==> src/rtl/wb_arbiter4.sv <==
// Four-master to one-slave Wishbone arbiter.
// Grant is held for a whole cyc burst; a watchdog ends stalled strobes.
module wb_arbiter4 #(
  parameter bit fixed_prio = 1'b0,
  parameter int timeout    = 255,
  parameter int timeout_w  = 8
) (
  input  logic        clk,
  input  logic        reset_n,
  input  logic        m0_cyc_i,
  input  logic        m0_stb_i,
  input  logic        m0_we_i,
  input  logic [31:0] m0_adr_i,
  input  logic [3:0]  m0_sel_i,
  input  logic [31:0] m0_dat_i,
  output logic [31:0] m0_dat_o,
  output logic        m0_ack_o,
  output logic        m0_err_o,
  input  logic        m1_cyc_i,
  input  logic        m1_stb_i,
  input  logic        m1_we_i,
  input  logic [31:0] m1_adr_i,
  input  logic [3:0]  m1_sel_i,
  input  logic [31:0] m1_dat_i,
  output logic [31:0] m1_dat_o,
  output logic        m1_ack_o,
  output logic        m1_err_o,
  input  logic        m2_cyc_i,
  input  logic        m2_stb_i,
  input  logic        m2_we_i,
  input  logic [31:0] m2_adr_i,
  input  logic [3:0]  m2_sel_i,
  input  logic [31:0] m2_dat_i,
  output logic [31:0] m2_dat_o,
  output logic        m2_ack_o,
  output logic        m2_err_o,
  input  logic        m3_cyc_i,
  input  logic        m3_stb_i,
  input  logic        m3_we_i,
  input  logic [31:0] m3_adr_i,
  input  logic [3:0]  m3_sel_i,
  input  logic [31:0] m3_dat_i,
  output logic [31:0] m3_dat_o,
  output logic        m3_ack_o,
  output logic        m3_err_o,
  output logic        s_cyc_o,
  output logic        s_stb_o,
  output logic        s_we_o,
  output logic [31:0] s_adr_o,
  output logic [3:0]  s_sel_o,
  output logic [31:0] s_dat_o,
  input  logic [31:0] s_dat_i,
  input  logic        s_ack_i,
  input  logic        s_err_i,
  output logic [3:0]  gnt_o
);

  localparam logic [0:0] IDLE = 1'b0;
  localparam logic [0:0] OWN  = 1'b1;

  logic [3:0]       cyc, stb, we;
  logic [3:0][31:0] adr, dat;
  logic [3:0][3:0]  sel;

  assign cyc = {m3_cyc_i, m2_cyc_i, m1_cyc_i, m0_cyc_i};
  assign stb = {m3_stb_i, m2_stb_i, m1_stb_i, m0_stb_i};
  assign we  = {m3_we_i, m2_we_i, m1_we_i, m0_we_i};
  assign adr = {m3_adr_i, m2_adr_i, m1_adr_i, m0_adr_i};
  assign sel = {m3_sel_i, m2_sel_i, m1_sel_i, m0_sel_i};
  assign dat = {m3_dat_i, m2_dat_i, m1_dat_i, m0_dat_i};

  logic [0:0]           state, state_nx;
  logic [3:0]           gnt, gnt_nx;
  logic [1:0]           last, last_nx;
  logic [timeout_w-1:0] cnt, cnt_nx;
  logic                 arb, found, wd_hit, ack_v, err_v;
  logic [1:0]           pick, idx;
  logic [3:0]           ack, err;

  assign arb = (state == IDLE) || ((gnt & cyc) == 4'b0);

  // Round-robin starts one past the last owner; fixed starts at m0.
  always_comb begin
    found = 1'b0;
    pick  = last;
    idx   = 2'd0;
    for (int k = 0; k < 4; k++) begin
      idx = fixed_prio ? 2'(k) : last + 2'(k + 1);
      if (!found && cyc[idx]) begin
        found = 1'b1;
        pick  = idx;
      end
    end
  end

  always_comb begin
    state_nx = state;
    gnt_nx   = gnt;
    last_nx  = last;
    if (arb) begin
      if (found) begin
        state_nx = OWN;
        gnt_nx   = 4'b0001 << pick;
        last_nx  = pick;
      end else begin
        state_nx = IDLE;
        gnt_nx   = 4'b0000;
      end
    end
  end

  always_comb begin
    s_cyc_o = 1'b0;
    s_stb_o = 1'b0;
    s_we_o  = 1'b0;
    s_adr_o = 32'h0;
    s_sel_o = 4'h0;
    s_dat_o = 32'h0;
    for (int i = 0; i < 4; i++) begin
      if (gnt[i]) begin
        s_cyc_o = cyc[i];
        s_stb_o = stb[i];
        s_we_o  = we[i];
        s_adr_o = adr[i];
        s_sel_o = sel[i];
        s_dat_o = dat[i];
      end
    end
  end

  assign wd_hit = (timeout != 0) && s_stb_o &&
                  (cnt == timeout_w'(timeout));
  // Slave err beats ack; a real ack beats the watchdog.
  assign ack_v  = s_ack_i & ~s_err_i;
  assign err_v  = s_err_i | (wd_hit & ~s_ack_i);
  assign ack    = gnt & {4{ack_v}};
  assign err    = gnt & {4{err_v}};

  always_comb begin
    if ((timeout == 0) || (gnt_nx != gnt) || !s_stb_o ||
        s_ack_i || s_err_i || wd_hit)
      cnt_nx = '0;
    else
      cnt_nx = cnt + timeout_w'(1);
  end

  always_ff @(posedge clk or negedge reset_n) begin
    if (!reset_n) begin
      state <= IDLE;
      gnt   <= 4'b0;
      last  <= 2'd3;
      cnt   <= '0;
    end else begin
      state <= state_nx;
      gnt   <= gnt_nx;
      last  <= last_nx;
      cnt   <= cnt_nx;
    end
  end

  assign gnt_o    = gnt;
  assign m0_dat_o = s_dat_i;
  assign m1_dat_o = s_dat_i;
  assign m2_dat_o = s_dat_i;
  assign m3_dat_o = s_dat_i;
  assign m0_ack_o = ack[0];
  assign m1_ack_o = ack[1];
  assign m2_ack_o = ack[2];
  assign m3_ack_o = ack[3];
  assign m0_err_o = err[0];
  assign m1_err_o = err[1];
  assign m2_err_o = err[2];
  assign m3_err_o = err[3];

endmodule

==> config.mk <==
export PLATFORM = sky130hd
export DESIGN_NAME = wb_arbiter4
export DESIGN_NICKNAME = d
export VERILOG_FILES = /design/src/rtl/wb_arbiter4.sv
export SDC_FILE = /design/constraint.sdc
export NUM_CORES = 1
export LEC_CHECK = 0
export ABC_AREA = 1
export CAP_MARGIN = 20
export CORE_AREA = 2 2 209 211
export DETAILED_ROUTE_END_ITERATION = 16
export DIE_AREA = 0 0 211 213
export SYNTH_ARGS = -nofsm -noshare
export SYNTH_HDL_FRONTEND = slang
export SYNTH_SLANG_ARGS = --single-unit
==> constraint.sdc <==
create_clock -name clk -period 6.1 [get_ports clk]
set_clock_uncertainty 0.15 [all_clocks]
set_input_delay 0.915 -clock clk [delete_from_list [all_inputs] [get_ports clk]]
set_output_delay 0.915 -clock clk [all_outputs]
set_load 0.02 [all_outputs]
[After elaboration in Yosys (flattened, before gate mapping)]
Index checks and enable logic that the tools add are counted.
Widths: inputs -> output; s select.
Storage, ports and cells
  register bits: 15
  latch bits: 0
  memory bits (writable): 0
  memory bits (read-only): 0
  input port bits: 320
  word-level logic and storage cells: 83
  memories kept: 0
Cells by class
  add/sub/neg operators: 4
  $mul: 0
  div/mod/pow operators: 0
  $lt $le $gt $ge: 4
  equal/unequal tests: 2
  shift operators: 1
  multiplexer cells: 44
  bitwise gates (word level): 9
  reduce and logical (&&, ||, !) cells: 15
Operators with widths (number)
  $mux 32: 8
  $mux 4: 6
  $mux 1: 21
  $and 4x4->4: 3
  $lt 2x3->1 const B: 4
  $add 8x1->8 const B: 1
  $bmux 1 s2: 4
  $eq 8x8->1 const B: 1
  $mux 2: 4
  $mux 8: 1
  $logic_or 1x1->1: 5
  $add 2x2->2 const B: 2
  $logic_and 1x1->1: 4
  $logic_not 1->1: 4
  $logic_not 4->1: 1
  $ne 4x4->1: 1
  $shl 1x2->4 const A: 1
  $not 1->1: 3
  $add 2x1->2 const B: 1
  $and 1x1->1: 2
  $reduce_and 2->1: 1
  $or 1x1->1: 1

[Logic depth before layout (Yosys ltp)]
  depth in word-level cells: 22
  mapped depth: 16

[Least setup slack after synthesis]
Ideal clock, no wire load.
  kind: reg2out
  start: register gnt[1] (netlist: gnt_o[1])
  end: output s_adr_o[21]
  arrival: 1.988 ns
  required time: 5.035 ns
  setup slack: 3.047 ns
  stages on the path, launching flop included: 8
  cells stage by stage: dfrtp_1 > inv_1 > nand2_1 > clkinv_1 > clkbuf_1 > clkbuf_1 > a221oi_1 > o31ai_1
On the way
  word-level cells in the longest chain between the ends: 3
Ends and longest elaborated chain
  start: declaration: RTL line 73  | logic [3:0] gnt, gnt_nx;
  start signal: assignment: RTL line 155  | gnt <= gnt_nx;
  $mux 32 (3 in a row): RTL line 120  | if (gnt[i]) begin
  end: declaration: RTL line 49  | output logic [31:0] s_adr_o,
Every way passes these cells.

[Worst setup path in the final report]
  start: register gnt[1] (netlist: gnt_o[1])
  end: output s_dat_o[25]
On the way
  word-level cells in the longest chain between the ends: 3
Ends and longest elaborated chain
  $mux 32 (3 in a row): RTL line 120
  end: declaration: RTL line 51  | output logic [31:0] s_dat_o,
Every way passes these cells.

==> impl_metrics.csv <==
group,metric,value,unit
die,core,42700,um2
die,die_area,44900,um2
worst_setup_path,start_kind,"register",
timing,fin_crit_sh,67.3,%
yosys,synth-edff-count,0,
worst_setup_path,timing.rr.end,"cnt[2]$_DFF_PN0_",
clocking,cts-htree-levels,1,
timing,drv_slew,0,
yosys,syn-instance-count,641,
clocking,ctsHoldBuffers,0,
yosys,synth_top_cell_by_area,"buf_4",
routing,drc,0,
clocking,cts.repair.resized,0,
yosys,ys_top_cells_by_count,"buf_4, nand2_1, nor2_1",
yosys,synth_xor_xnor_area_share,0.621,%
worst_setup_path,crit_slowest_cell,"clkdlybuf4s50_1",
yosys,muxShareOfSynthArea,0,%
worst_setup_path,path_max_fanout,39,
clocking,root_buffer,"clkbuf_16",
placement,io_buffers,370,
timing,setup_viol_count_final,0,
worst_setup_path,reg2reg_from,"gnt_o[2]$_DFF_PN0_",
power,power.total,3.12,mW
timing,timing.fmax,0.244,GHz
die,start_util,9.91,%
yosys,yosysMostFrequentCell,"buf_4",
clocking,clk_latency,0.25,ns
routing,drtAntennaViolNets,0,
routing,viasPerCell,3.95,
yosys,ys.flop_type,"dfrtp_1",
finish,nets,1167,
finish,syn2layout_area_growth,80.4,%
power,ir_worst_vdd,0.138,mV
worst_setup_path,required,5.03,ns
timing,worst_pin_slew,0.734,ns
hold_path,whs_endpoint,"cnt[0]$_DFF_PN0_",
yosys,ys_top_cells_by_area,"buf_4, a221oi_1, o31ai_1, nand2_1, dfrtp_1",
die,die_w,211,um
finish,diodes,0,
routing,first_iter_violations,368,
timing,rsz0062_at_grt,"no",
status,run_status,"finished clean",
routing,dr.pass1.iters,5,
timing,relSlewSlack,50.9,%
yosys,synth_cell_type_count,36,
yosys,synthSimpleGateAreaFrac,31.4,%
hold_path,hold_path_depth,1,
flow_run,cap_violations,0,
yosys,synth-compound-area-share,29.0,%
worst_setup_path,r2r_slack,3.15,ns
yosys,synth_seq_cells,15,
global_route,grt_max_degree,99,
worst_setup_path,crit_type,"register to primary output",
die,num_io_pins,531,
timing,finalSetupTns,0,ns
hold_path,hp-start,"cnt[0]$_DFF_PN0_",
global_route,grt_overflow,0,
yosys,yosys.area.top_type_share,22.7,%
clocking,cts.clk_slew.worst_paths,0.05,ns
routing,finalWirelength,25.7,mm
die,die_y,213,um
die,rows,76,
yosys,synth_top_family_by_area,"simple AND/OR/NAND/NOR gates",
finish,drive_gt1_share,8.76,%
yosys,ys.warnings.count,0,
power,p_per_area,409,nW/um2
clocking,cts.sinks,15,
timing,finalHoldViolCount,0,
global_route,grt_first_pass_wirelength,34.2,mm
yosys,synth_adder_area_share,0.296,%
yosys,yosysSeqAreaShare,8.93,%
placement,place.gp.congestion,0.770,
routing,vias,5491,
yosys,async_flop_share,100,%
placement,dp_slack,2.08,ns
placement,dp_hpwl,21.1,mm
clocking,cts_buffer_depth,2,
timing,final.setup.worst_slack,2.00,ns
finish,fill_cells,4824,
worst_setup_path,endpoint_kind,"primary output",
power,p_leak,2.65,nW
timing,fin_crit,4.10,ns
hold_path,hold_class,"register to register",
worst_setup_path,r2r_cells,9,
yosys,netlist_area,4230,um2
worst_setup_path,worstPathArrival,3.04,ns
clocking,cts_tree,"done",
clocking,post_cts.repair.setup_buffers,0,
global_route,antenna_found_initial,2,
global_route,grt_use_total,10.2,%
worst_setup_path,path_cells,"inv_1 -> nand2_1 -> inv_2 -> buf_12 -> buf_4 -> a221oi_1 -> o31ai_1 -> clkdlybuf4s50_1",
clocking,cts_made_buffers,3,
global_route,grt_pass1_vias,5292,
routing,routedWlPerCell,18.5,um
worst_setup_path,slowest_delay,0.73,ns
yosys,synth_nets,962,
yosys,post_synth.cell_area_avg,6.60,um2
## sequential cells by signal, indices dropped and copies added, names as in the netlist
name and count:
last 2, gnt_o 4, cnt 8, state 1
## per-layer routing
layer  GRT usage, %  wire, um  vias to the layer above
met5              0        23                        -
met2           17.9     12300                      374
met1           11.6      9650                     2543
li1               -         -                     2536
met3           3.37      2770                       34
met4           3.38       933                        4
## placed cells by master, fill, tap and decap left out, types with 5 or more instances in the layout
cell type	n
a221oi_1	69
inv_1	16
nand3_2	6
nand2_4	11
inv_2	8
nor2_1	84
nand2_1	112
nand2_2	13
o31ai_1	69
a21oi_1	5
nand3_1	17
nor3_2	8
clkdlybuf4s50_1	370
dfrtp_1	10
o21ai_0	9
## critical path: cells and delay by family (launching register included)
family          cells  cell delay, ns
simple gates        1            0.11
compound gates      2            0.42
flops               1            0.39
buf+inv             5            1.85
## where the power goes
group          internal (mW)  switching [mW]  total [mW]
sequential             0.132          0.0824       0.214
clock                 0.0875          0.0411       0.129
combinational           1.15            1.63        2.78
total                   1.37            1.76        3.12
## logic make-up (layout without fill, tap and decap cells)
group,Yosys count,count (layout)
adders and majority gates,1,1
DFF,15,15
AOI/OAI and AO/OA,157,157
and+or+nand+nor,263,263
xor gates and xnor gates,3,3
buffers and inverters,202,406
## per-stage QoR
step	instances	area (um2)	utilization, %	hold slack, ns
final	1391	7630	17.9	0.330
after global routing	1391	7630	17.9	0.367
after CTS	1391	7630	17.9	0.336
after detailed placement	1387	7550	17.7	0.326
after global placement	1387	7550	17.7	0.314
after floorplan	641	4230	-	0.300
## layout make-up
class                   instances  area, um2  area share, %
clock buffers                   3       75.1          0.984
repair buffers                377       3790           49.7
multi-input cells             424       2590           34.0
flip-flops and latches         15        387           5.07
inverters                      25       96.3           1.26
clock inverters                 1       5.00         0.0656
well taps                     546        683           8.95
## worst max path at each step
| stage | start | to | slack (ns) | cells past startpoint |
|---|---|---|---|---|
| 3_5_place_dp | m1_dat_i[24] | s_dat_o[24] | 2.08 | 4 |
| 3_3_place_gp | m1_dat_i[24] | s_dat_o[24] | 2.06 | 4 |
| 4_1_cts | gnt_o[1]$_DFF_PN0_ | s_dat_o[25] | 1.94 | 8 |
| 5_1_grt | gnt_o[2]$_DFF_PN0_ | m2_err_o | 1.67 | 9 |
| 6_report | gnt_o[1]$_DFF_PN0_ | s_dat_o[25] | 2.00 | 8 |
| 2_1_floorplan | gnt_o[1]$_DFF_PN0_ | s_adr_o[21] | 3.05 | 7 |
Note: power is estimated with default switching activity, not from simulation.
==> edit 1 (same flow settings) <==
`timeout_w`: 8 -> 10.
--- a/src/rtl/wb_arbiter4.sv
+++ b/src/rtl/wb_arbiter4.sv
@@ -3,7 +3,7 @@
 module wb_arbiter4 #(
   parameter bit fixed_prio = 1'b0,
   parameter int timeout    = 255,
-  parameter int timeout_w  = 8
+  parameter int timeout_w  = 10
 ) (
   input  logic        clk,
   input  logic        reset_n,
Check against the original RTL: no difference found for any inputs over 10 cycles, from zero or initial values and one cycle with reset_n low; that may be too few to reach the edited logic, so the function may still have changed.
==> edit 1 against the unedited design <==
- sequential cell count increased by 2
- routed wire length is 3.1% lower
- setup slack got worse by 0.13 ns
- cell area is 1.2% lower
- die area did not move
- total power down 3.1%
- utilization shrank 0.22 points
- area after synthesis is 2.0% lower
- largest cell class unchanged
==> edit 1: results <==
[placement]
gp_congestion = 0.797
placed_area_um2 = 7460
post-dp-hpwl_um = 20300

[logic_synthesis]
ys_top_cells_by_count = "nand2_1 (129), buf_4 (128), nor2_1 (85), a221oi_1 (69), o31ai_1 (69)"
synth_xor_area_share_pct = 1.27
synth_cell_type_count = 34
syn_nets = 967
synth_area_leaders = "buf_4 (23%), a221oi_1 (15%), o31ai_1 (13%)"
synth_adder_area_share_pct = 0.302
yosysMostFrequentCell = "nand2_1"
yosysSeqAreaShare_pct = 10.3

[grt]
grt_first_pass_wirelength_um = 33800
grt_use_met3_pct = 3.44
globalRouteMet1Util_pct = 11.1
antenna_found_initial = 3
grt_use_total_pct = 10.0
grt_pass1_vias = 5262
grt_max_degree = 74

[drt]
avgRoutedWirePerCell_um = 17.8
first_pass_iters = 4
wl_met2_um = 12400
drtIter0Drc = 266
wl_met3_um = 2500
viasPerCell = 3.87

[layout]
fin_nets = 1175
largest_reg_flops = 10

[timing]
worst_pin_slew_ns = 0.938

[status]
status = "complete, no violations"

[power_and_ir_drop]
vdd_drop_max_uv = 200
## edit 1: power groups by stage
stage	sequential (uW)	clock [uW]	combinational, uW
after CTS	294	137	2640
after floorplan	171	0	1650
after global placement	294	0	2620
after detailed placement	297	0	2620
final	291	134	2600
after global routing	306	144	2810
## edit 1: path summary, 6_finish.rpt
kind / from / slack, ns / depth (start not counted) / end
max: m0_stb_i / 1.86 / 13 / m0_err_o
min: cnt[0]$_DFF_PN0_ / 0.32 / 1 / cnt[0]$_DFF_PN0_
max reg2reg: gnt_o[3]$_DFF_PN0_ / 3.46 / 13 / cnt[1]$_DFF_PN0_
min reg2reg: cnt[0]$_DFF_PN0_ / 0.32 / 1 / cnt[0]$_DFF_PN0_
max in group asynchronous: reset_n / 4.22 / 1 / gnt_o[3]$_DFF_PN0_
min in group asynchronous: reset_n / 0.99 / 1 / cnt[6]$_DFF_PN0_
## edit 1: cell type report
class	count	area [um^2]
flip-flops and latches	17	437
inverters	23	93.8
clock buffers	4	78.8
repair buffers	379	3770
multi-input cells	430	2470
diodes	1	2.50
well taps	546	683
fillers	4806	35200
## edit 1: stage by stage
step                      instances  hold WS (ns)  power [uW]  worst slack [ns]
after floorplan                 646         0.293        1820              2.92
after global placement         1395         0.307        2910              1.66
after detailed placement       1395         0.312        2920              1.80
after CTS                      1399         0.322        3070              1.75
after global routing           1400         0.352        3260              1.60
final                          1400         0.319        3030              1.86
## edit 1: critical path, stage by stage
cell and delay [ns]:
clkdlybuf4s50_1 0.45, nand2_1 0.05, o21ai_0 0.18, nand2_1 0.08
nand2_1 0.06, nand2_1 0.07, inv_1 0.08, nand2_1 0.05
o21ai_0 0.19, and2_1 0.16, inv_1 0.08, nor2_1 0.17
clkdlybuf4s50_1 0.64
==> edit 2 (config.mk and constraints unchanged) <==
Made on the original files. Put a register stage on the outputs `m0_err_o`, `m1_err_o`, `m2_err_o` and `m3_err_o`, cleared by the reset. The values now appear one clock later. The other outputs are not delayed to match.
--- a/src/rtl/wb_arbiter4.sv
+++ b/src/rtl/wb_arbiter4.sv
@@ -167,10 +167,19 @@
   assign m1_ack_o = ack[1];
   assign m2_ack_o = ack[2];
   assign m3_ack_o = ack[3];
-  assign m0_err_o = err[0];
-  assign m1_err_o = err[1];
-  assign m2_err_o = err[2];
-  assign m3_err_o = err[3];
+  always_ff @(posedge clk or negedge reset_n) begin
+    if (!reset_n) begin
+      m0_err_o <= '0;
+      m1_err_o <= '0;
+      m2_err_o <= '0;
+      m3_err_o <= '0;
+    end else begin
+      m0_err_o <= err[0];
+      m1_err_o <= err[1];
+      m2_err_o <= err[2];
+      m3_err_o <= err[3];
+    end
+  end
 
 endmodule
 
Check against the original RTL: not equivalent (Yosys sat finds a counterexample within 4 cycles, from zero or initial values and one cycle with reset_n low).
==> edit 2 against the unedited design <==
- first-iteration DRC count down 16%
- sequential cell count up 4
- setup slack worse by 0.37 ns
- area after synthesis up 2.4%
- combinational power about the same
- total power up 1.7%
- sequential share of layout area up 1.3 points
- cell area up 1.1%
- routed wire length up 2.5%
- critical path type unchanged
==> edit 2: results <==
[grt]
antenna_found_initial = 3
grt_use_total_pct = 10.5

[drt]
viasPerCell = 3.90
wl_um = 26300
drtIter0Drc = 308

[placement]
io_buffer_count = 370
gp_congestion = 0.775
post-dp-hpwl_um = 21400
placed_area_um2 = 7640
post-place-ws_ns = 1.83

[logic_synthesis]
synthMuxAreaShare_pct = 0
synth_compound_area_share_pct = 28.3
synth_area_leaders = "buf_4 (22%), a221oi_1 (14%), o31ai_1 (12%)"
yosysSeqAreaShare_pct = 11.0
syn_nets = 966
synth_adder_area_share_pct = 0.289
synth_xor_area_share_pct = 0.607

[layout]
drive_above_1_share_pct = 8.92
num-fill-cells = 4843

[cts]
clk_latency_ns = 0.25

[status]
status = "complete, no violations"

[power_and_ir_drop]
vdd_drop_max_uv = 164
leakage_uw = 0.00270

[min_path]
min_path_type = "reg -> reg"

[setup_path]
worstPathMaxFanout = 30
reg2regPathDepth = 10
critPathMaxStageDelay_ns = 0.78
arrival_ns = 3.41

[timing]
worst_pin_slew_ns = 0.949
[edit 2: area by class of cell]
type                       count  area, um^2  area share (%)
tap                          546         683            8.85
inverter                      25        97.6            1.26
clock buffer                   4        78.8            1.02
sequential                    19         489            6.34
multi-input combinational    424        2590            33.6
timing repair buffer         380        3780            49.0
[edit 2: through the flow]
step	utilization (%)	total power, uW	cells
after floorplan	-	1930	645
after global placement	17.9	3080	1393
after detailed placement	17.9	3090	1394
after CTS	18.1	3260	1398
after global routing	18.1	3420	1398
final	18.1	3180	1398
[edit 2: cells by family (layout without fill, tap and decap cells)]
kind of cell               after synthesis  after routing
xor gates and xnor gates                 3              3
buffers and inverters                  202            409
AOI/OAI and AO/OA                      157            157
and+or+nand+nor                        263            263
adders and majority gates                1              1
DFF                                     19             19
[edit 2: per-layer routing]
layer / global-route usage [%] / vias up / share of wire (%)
met3: 3.19 / 49 / 9.3
met5: 0 / - / 0.061
met2: 17.7 / 366 / 47
met4: 4.74 / 4 / 4.6
li1: - / 2557 / -
met1: 12.1 / 2476 / 39
[edit 2: power by group]
part           switching (uW)  internal (uW)
Clock                    47.3           89.0
Sequential               88.5            163
Combinational            1650           1140
[edit 2: worst max-delay path, delay by kind of cell, from the launching register on]
family / cells / cell delay, ns
buf+inv: 4 / 1.80
compound gates: 2 / 0.75
simple gates: 1 / 0.13
flops: 1 / 0.47
[edit 2: final timing paths]
kind | startpoint | endpoint | slack [ns]
min in group asynchronous | reset_n | m2_err_o$_DFF_PN0_ | 1.00
min | cnt[0]$_DFF_PN0_ | cnt[0]$_DFF_PN0_ | 0.34
min reg2reg | cnt[0]$_DFF_PN0_ | cnt[0]$_DFF_PN0_ | 0.34
max in group asynchronous | reset_n | gnt_o[3]$_DFF_PN0_ | 4.18
max | gnt_o[1]$_DFF_PN0_ | s_dat_o[19] | 1.62
max reg2reg | gnt_o[2]$_DFF_PN0_ | cnt[7]$_DFF_PN0_ | 3.23
